==> src/rtl/mc_ctrl_pkg.sv <==
// Shared encodings for the multi-cycle controller: FSM states, opcodes, R-type functs,
// ALU operation codes and the one-hot instruction class produced by ctrl_decode.
package mc_ctrl_pkg;

    localparam logic [2:0] S_IF   = 3'b000;
    localparam logic [2:0] S_ID   = 3'b001;
    localparam logic [2:0] S_EXE  = 3'b010;
    localparam logic [2:0] S_MEM  = 3'b011;
    localparam logic [2:0] S_WB   = 3'b100;
    localparam logic [2:0] S_HALT = 3'b101;

    localparam logic [5:0] OP_RTYPE = 6'b000000;
    localparam logic [5:0] OP_ADDI  = 6'b001000;
    localparam logic [5:0] OP_ORI   = 6'b001101;
    localparam logic [5:0] OP_LW    = 6'b100011;
    localparam logic [5:0] OP_SW    = 6'b101011;
    localparam logic [5:0] OP_BEQ   = 6'b000100;
    localparam logic [5:0] OP_J     = 6'b000010;

    localparam logic [5:0] FN_ADD = 6'b100000;
    localparam logic [5:0] FN_SUB = 6'b100010;
    localparam logic [5:0] FN_AND = 6'b100100;
    localparam logic [5:0] FN_OR  = 6'b100101;
    localparam logic [5:0] FN_SLT = 6'b101010;

    localparam logic [2:0] ALU_ADD = 3'b000;
    localparam logic [2:0] ALU_SUB = 3'b001;
    localparam logic [2:0] ALU_AND = 3'b010;
    localparam logic [2:0] ALU_OR  = 3'b011;
    localparam logic [2:0] ALU_SLT = 3'b100;

    typedef struct packed {
        logic rtype;
        logic itype;
        logic lw;
        logic sw;
        logic beq;
        logic j;
        logic halt;
        logic nop;
    } iclass_t;

    // Returns {known, aluop}; unknown functs fall back to add and must not write back.
    function automatic logic [3:0] rtype_aluop(input logic [5:0] funct);
        case (funct)
            FN_ADD:  rtype_aluop = {1'b1, ALU_ADD};
            FN_SUB:  rtype_aluop = {1'b1, ALU_SUB};
            FN_AND:  rtype_aluop = {1'b1, ALU_AND};
            FN_OR:   rtype_aluop = {1'b1, ALU_OR};
            FN_SLT:  rtype_aluop = {1'b1, ALU_SLT};
            default: rtype_aluop = {1'b0, ALU_ADD};
        endcase
    endfunction

endpackage

==> src/rtl/ctrl_decode.sv <==
// Opcode to one-hot instruction class; purely combinational.
// HALT_OP is checked first so it wins even if it aliases a real opcode.
module ctrl_decode
    import mc_ctrl_pkg::*;
#(
    parameter logic [5:0] HALT_OP = 6'b111111
) (
    input  logic [5:0] opcode,
    output iclass_t    cls
);

    always_comb begin
        cls = '0;
        if (opcode == HALT_OP) begin
            cls.halt = 1'b1;
        end else begin
            case (opcode)
                OP_RTYPE:        cls.rtype = 1'b1;
                OP_ADDI, OP_ORI: cls.itype = 1'b1;
                OP_LW:           cls.lw    = 1'b1;
                OP_SW:           cls.sw    = 1'b1;
                OP_BEQ:          cls.beq   = 1'b1;
                OP_J:            cls.j     = 1'b1;
                default:         cls.nop   = 1'b1;
            endcase
        end
    end

endmodule

==> src/rtl/multi_cycle_ctrl.sv <==
// Multi-cycle MIPS-style controller: registered IF/ID/EXE/MEM/WB/HALT state, Moore/Mealy
// control outputs decoded combinationally from state, opcode, funct and zero.
module multi_cycle_ctrl
    import mc_ctrl_pkg::*;
#(
    parameter logic [5:0] HALT_OP = 6'b111111
) (
    input  logic       clk,
    input  logic       reset,
    input  logic [5:0] opcode,
    input  logic [5:0] funct,
    input  logic       zero,
    output logic       PCWre,
    output logic [1:0] PCSrc,
    output logic       IRWre,
    output logic       RegDst,
    output logic       RegWre,
    output logic       ALUSrcB,
    output logic       DBDataSrc,
    output logic       mRD,
    output logic       mWR,
    output logic       ExtSel,
    output logic [2:0] ALUOp,
    output logic [2:0] state,
    output logic       halted
);

    iclass_t    cls;
    logic [2:0] state_q;
    logic [2:0] state_nxt;
    logic [3:0] rfn;
    logic       is_ori;
    logic       in_id, in_exe, in_mem, in_wb;
    logic       decoded;

    ctrl_decode #(.HALT_OP(HALT_OP)) u_decode (
        .opcode (opcode),
        .cls    (cls)
    );

    assign rfn    = rtype_aluop(funct);
    assign is_ori = cls.itype && (opcode == OP_ORI);

    always_comb begin
        state_nxt = S_IF;
        case (state_q)
            S_IF:   state_nxt = S_ID;
            S_ID: begin
                if (cls.halt)              state_nxt = S_HALT;
                else if (cls.j || cls.nop) state_nxt = S_IF;
                else                       state_nxt = S_EXE;
            end
            S_EXE: begin
                if (cls.beq)               state_nxt = S_IF;
                else if (cls.lw || cls.sw) state_nxt = S_MEM;
                else                       state_nxt = S_WB;
            end
            S_MEM:  state_nxt = cls.lw ? S_WB : S_IF;
            S_WB:   state_nxt = S_IF;
            S_HALT: state_nxt = S_HALT;
            default: state_nxt = S_IF;
        endcase
    end

    // Async reset drops straight into IF, so every write strobe collapses the same cycle.
    always_ff @(posedge clk or posedge reset) begin
        if (reset) state_q <= S_IF;
        else       state_q <= state_nxt;
    end

    assign in_id   = (state_q == S_ID);
    assign in_exe  = (state_q == S_EXE);
    assign in_mem  = (state_q == S_MEM);
    assign in_wb   = (state_q == S_WB);
    assign decoded = in_id || in_exe || in_mem || in_wb;

    always_comb begin
        PCWre     = (state_nxt == S_IF) && (state_q != S_HALT);
        IRWre     = (state_q == S_IF);
        PCSrc     = 2'b00;
        if (in_id && cls.j)              PCSrc = 2'b10;
        else if (in_exe && cls.beq && zero) PCSrc = 2'b01;
        RegWre    = in_wb && (cls.itype || cls.lw || (cls.rtype && rfn[3]));
        RegDst    = in_wb && cls.rtype;
        DBDataSrc = in_wb && cls.lw;
        mRD       = in_mem && cls.lw;
        mWR       = in_mem && cls.sw;
        ALUSrcB   = (in_exe || in_mem || in_wb) && (cls.itype || cls.lw || cls.sw);
        // IR contents are not meaningful in IF/HALT, so operand-related controls stay idle there.
        ExtSel    = decoded && !is_ori;
        ALUOp     = ALU_ADD;
        if (decoded) begin
            if (cls.rtype)    ALUOp = rfn[2:0];
            else if (cls.beq) ALUOp = ALU_SUB;
            else if (is_ori)  ALUOp = ALU_OR;
        end
        halted    = (state_q == S_HALT);
    end

    assign state = state_q;

endmodule

==> config.mk <==
export PLATFORM = sky130hd
export DESIGN_NAME = multi_cycle_ctrl
export DESIGN_NICKNAME = d
export VERILOG_FILES = /design/src/rtl/mc_ctrl_pkg.sv /design/src/rtl/ctrl_decode.sv /design/src/rtl/multi_cycle_ctrl.sv
export SDC_FILE = /design/constraint.sdc
export NUM_CORES = 1
export LEC_CHECK = 0
export ABC_AREA = 1
export CORE_MARGIN = 2
export CORE_UTILIZATION = 38
export CTS_BUF_LIST = sky130_fd_sc_hd__clkbuf_2 sky130_fd_sc_hd__clkbuf_4 sky130_fd_sc_hd__clkbuf_8
export DETAILED_ROUTE_END_ITERATION = 7
export PLACE_DENSITY = 0.87
export SETUP_SLACK_MARGIN = 0.3
export SYNTH_ARGS = -nofsm -noshare
export SYNTH_HDL_FRONTEND = slang
export SYNTH_SLANG_ARGS = --single-unit
==> constraint.sdc <==
create_clock -name clk -period 1.38 [get_ports clk]
set_input_delay 0.207 -clock clk [delete_from_list [all_inputs] [get_ports clk]]
set_output_delay 0.207 -clock clk [all_outputs]
set_load 0.1 [all_outputs]
==> results of run 1 <==
## cells in the mapped netlist
cell type | n | area [µm²]
nand2_2 | 2 | 12.5
nand3_1 | 15 | 75.1
o21a_1 | 1 | 7.51
dfrtp_1 | 3 | 75.1
o21bai_2 | 1 | 11.3
nor3_1 | 1 | 5.00
nor2_4 | 1 | 11.3
nor4_1 | 2 | 12.5
inv_1 | 23 | 86.3
a21oi_1 | 3 | 15.0
nand2_1 | 17 | 63.8
nor3_2 | 1 | 10.0
clkinv_1 | 1 | 3.75
nand3_2 | 4 | 40.0
nor2_1 | 24 | 90.1
nor2_2 | 4 | 25.0
nand4_1 | 1 | 6.26
o21ai_0 | 2 | 10.0
## kinds of logic after synthesis
kind of cell	synth area share, %
AO/OA/AOI/OAI	7.81
buffers and inverters	16.1
AND/OR/NAND/NOR	62.7
flip-flops	13.4
## per-stage QoR
step | worst slack (ps) | TNS [ps]
global placement | -512 | -5610
floorplan | -921 | -7500
==> metrics.txt, run 1 <==
Initial Util=a little over two fifths; Die X=around 42 µm; die height=around 42 µm; routability cong.=roughly 0.9; post-synthesis sequential area ratio=13.4%; syn avg cell area=5.29 µm²; syn nets=between 100 and 150; Yosys reg bits=3; I/O Buffers=32; floorplan row count=13; Halt Reason=[ERROR DPL-0038] Utilization greater than 100%, impossible to legalize; Stopped at=detailed placement; yosys warns=0; Unique masters post-synth=18; status=aborted with a tool error; Post-Syn Area=between 500 and 600 µm²; io pins=33; Post-Synthesis Cells=between 100 and 150
==> inputs of run 2 (changes only) <==
==> config.mk (replaced) <==
export PLATFORM = sky130hd
export DESIGN_NAME = multi_cycle_ctrl
export DESIGN_NICKNAME = d
export VERILOG_FILES = /design/src/rtl/mc_ctrl_pkg.sv /design/src/rtl/ctrl_decode.sv /design/src/rtl/multi_cycle_ctrl.sv
export SDC_FILE = /design/constraint.sdc
export NUM_CORES = 1
export LEC_CHECK = 0
export ABC_AREA = 1
export CORE_AREA = 2 2 63 65
export DETAILED_ROUTE_END_ITERATION = 7
export DIE_AREA = 0 0 65 67
export PLACE_DENSITY_LB_ADDON = 0.15
export SYNTH_ARGS = -nofsm -noshare
export SYNTH_HDL_FRONTEND = slang
export SYNTH_SLANG_ARGS = --single-unit
==> run 2 against run 1 <==
The flow now finishes, with violations (negative setup slack). Synthesized cell count stayed put. Area after synthesis stayed put.
==> metrics.txt, run 2 <==
Design Area, Final=~1800 µm²; critical path peak fanout=5; die height=67 µm (+58%); Unique masters post-synth=18 (unchanged); gr usage total=11.8%; GR Overflow Total=0; layout cells sized above 1=71.1%; failing checks=negative setup slack; vias per cell=4.01; Peak VDD IR=around 0.60 mV; crit start category=register; final hold violation count=0; most common library cells after synthesis=nor2_1, inv_1, nand2_1; Crit. End Element=output port; Critical Path AT=1560 ps; Routed WL per cell=10.6 µm; most common cell in the netlist=nor2_1; worst endpoint required time=1170 ps; power per standard cell area=1370 nW/µm²; Detailed Route Iter0 Violations=14; main flop type after synthesis=dfrtp_1; number of global-route vias before repair=a little over 900; routability cong.=0.790 (-10%); Clock Path Buffers=2; Die X=65 µm (+53%); max-capacitance violation count=0; H-Tree Depth=1; status=complete, but fails checks; floorplan row count=22 (+9); Final Max Slew Viols=0; total core area=3610 µm²; Util after Layout=about 49%; fin crit share=128%; pin count of the biggest net entering global routing=6; fillers=between 300 and 400; ranking of synthesized cells by area=nor2_1, inv_1, dfrtp_1; Initial Util=15.5% (-26 points); final setup skew=0.838 ps; Slew @ Worst Pin=270 ps; Yosys reg bits=3 (unchanged); io pins=33 (unchanged); vias=915; Final Setup Violations=15; nets=just under 200; n_diodes=0; Hold WS=174 ps; CTS root buffer=clkbuf_8; Leakage=between 0.7 and 0.8 nW; synth-to-layout area growth=212%; RSZ-0062 raised after global routing=true; TritonCTS clock tree=built; fin crit period=1760 ps; Max Clk Rate=0.567 GHz; Post-DRT Antenna Nets=0; Die Area=4360 µm²; syn nets=121 (unchanged); initial antenna violation count=0; setup TNS=-4260 ps; DRC=0; placed instance area=roughly 1500 µm²; critical path type=reg2out; hold buffers post-CTS=0; fraction of registers with async set/reset=100% (unchanged); DP Wirelength=1850 µm; Detailed Route WL=2430 µm; commonest non-fill, non-tap cells in the layout=buf_4, buf_12, nor2_4; Worst Hold Class=in2async; Post-Synthesis Cells=106 (unchanged); yosys warns=0 (unchanged); setup ws final=-383 ps; first-pass iteration count of the detailed router=4; clock sinks=3; Post-synth EDFFs=0 (unchanged); number of flip-flops under the largest register name=3; post-synth top area share=16.1% (unchanged); post-synthesis sequential area ratio=13.4% (unchanged); I/O Buffers=32 (unchanged); FF-to-FF setup slack=around 130 ps; Post-Syn Area=561 µm² (unchanged); clock buffer count from CTS=3; Worst-path clk slew=30 ps; commonest non-fill, non-tap cell in the layout=buf_4; total power=2.40 mW; syn avg cell area=5.29 µm² (unchanged); max_slew headroom=roughly four fifths; largest area contributor in the netlist=nor2_1; insertion delay to the later sink of the worst-skew pair=220 ps; first-pass GRT wire length=3930 µm
run 2: cell counts after synthesis:
Identical to the previous run, type by type.
run 2: per-stage QoR:
| step | instances | worst slack [ps] |
|---|---|---|
| after floorplan | 106 | -921 |
| after global placement | 214 | -549 |
| after detailed placement | 214 | -567 |
| after CTS | 225 | -391 |
| after global routing | 228 | -444 |
| final | 228 | -383 |
run 2: cells by family (layout without fill, tap and decap cells):
family                 count (synthesis)  count (layout)  synth area share, %
buffers and inverters                 24              98                 16.1
flip-flops                             3               3                 13.4
AO/OA/AOI/OAI                          7               7                 7.81
AND/OR/NAND/NOR                       72              72                 62.7
run 2: cell type report:
cell class	instances	area [µm²]	share of cell area, %
clock buffer	4	45.0	2.57
inverter	24	114	6.50
multi-input combinational	79	649	37.1
sequential	3	86.3	4.93
tap	48	60.1	3.43
timing repair buffer	70	797	45.5
run 2: layer usage:
metal / GRT usage, % / part of all wire, % / up-vias / wire length [µm]
met3: 3.89 / 6.0 / 0 / 146
met5: 0 / 0 / - / 0
met4: 2.39 / 0 / 0 / 0
li1: - / - / 479 / -
met2: 22.6 / 55 / 23 / 1330
met1: 12.4 / 39 / 413 / 949
run 2: final timing paths:
kind,endpoint,cells past startpoint,startpoint
max,PCWre,7,state[0]
min,state[2],2,reset
max reg2reg,state[2],6,state[0]
min reg2reg,state[0],4,state[0]
max in group asynchronous,state[1],2,reset
min in group clk,state[0],7,opcode[4]
run 2: report_power, final:
group	switching [mW]	leakage, nW	internal (mW)
clock network	0.0584	0.0228	0.197
registers	0.0612	0.0345	0.127
logic	1.20	0.731	0.753
total	1.32	0.788	1.08
run 2: worst max-delay path: stages, from the launching register on:
cell	delay [ps]
dfrtp_4	520
buf_4	170
nand3_2	70
nand2_1	60
nor2_2	160
nand2_2	80
nor2_4	100
buf_12	180
run 2: timing repair:
action	in CTS	in global routing
pin swaps	22	10
buffers inserted	7	3
setup endpoints to repair	15	15
gates cloned	0	0
resized for setup	53	19
No activity file was read; power rests on OpenSTA's default activity.
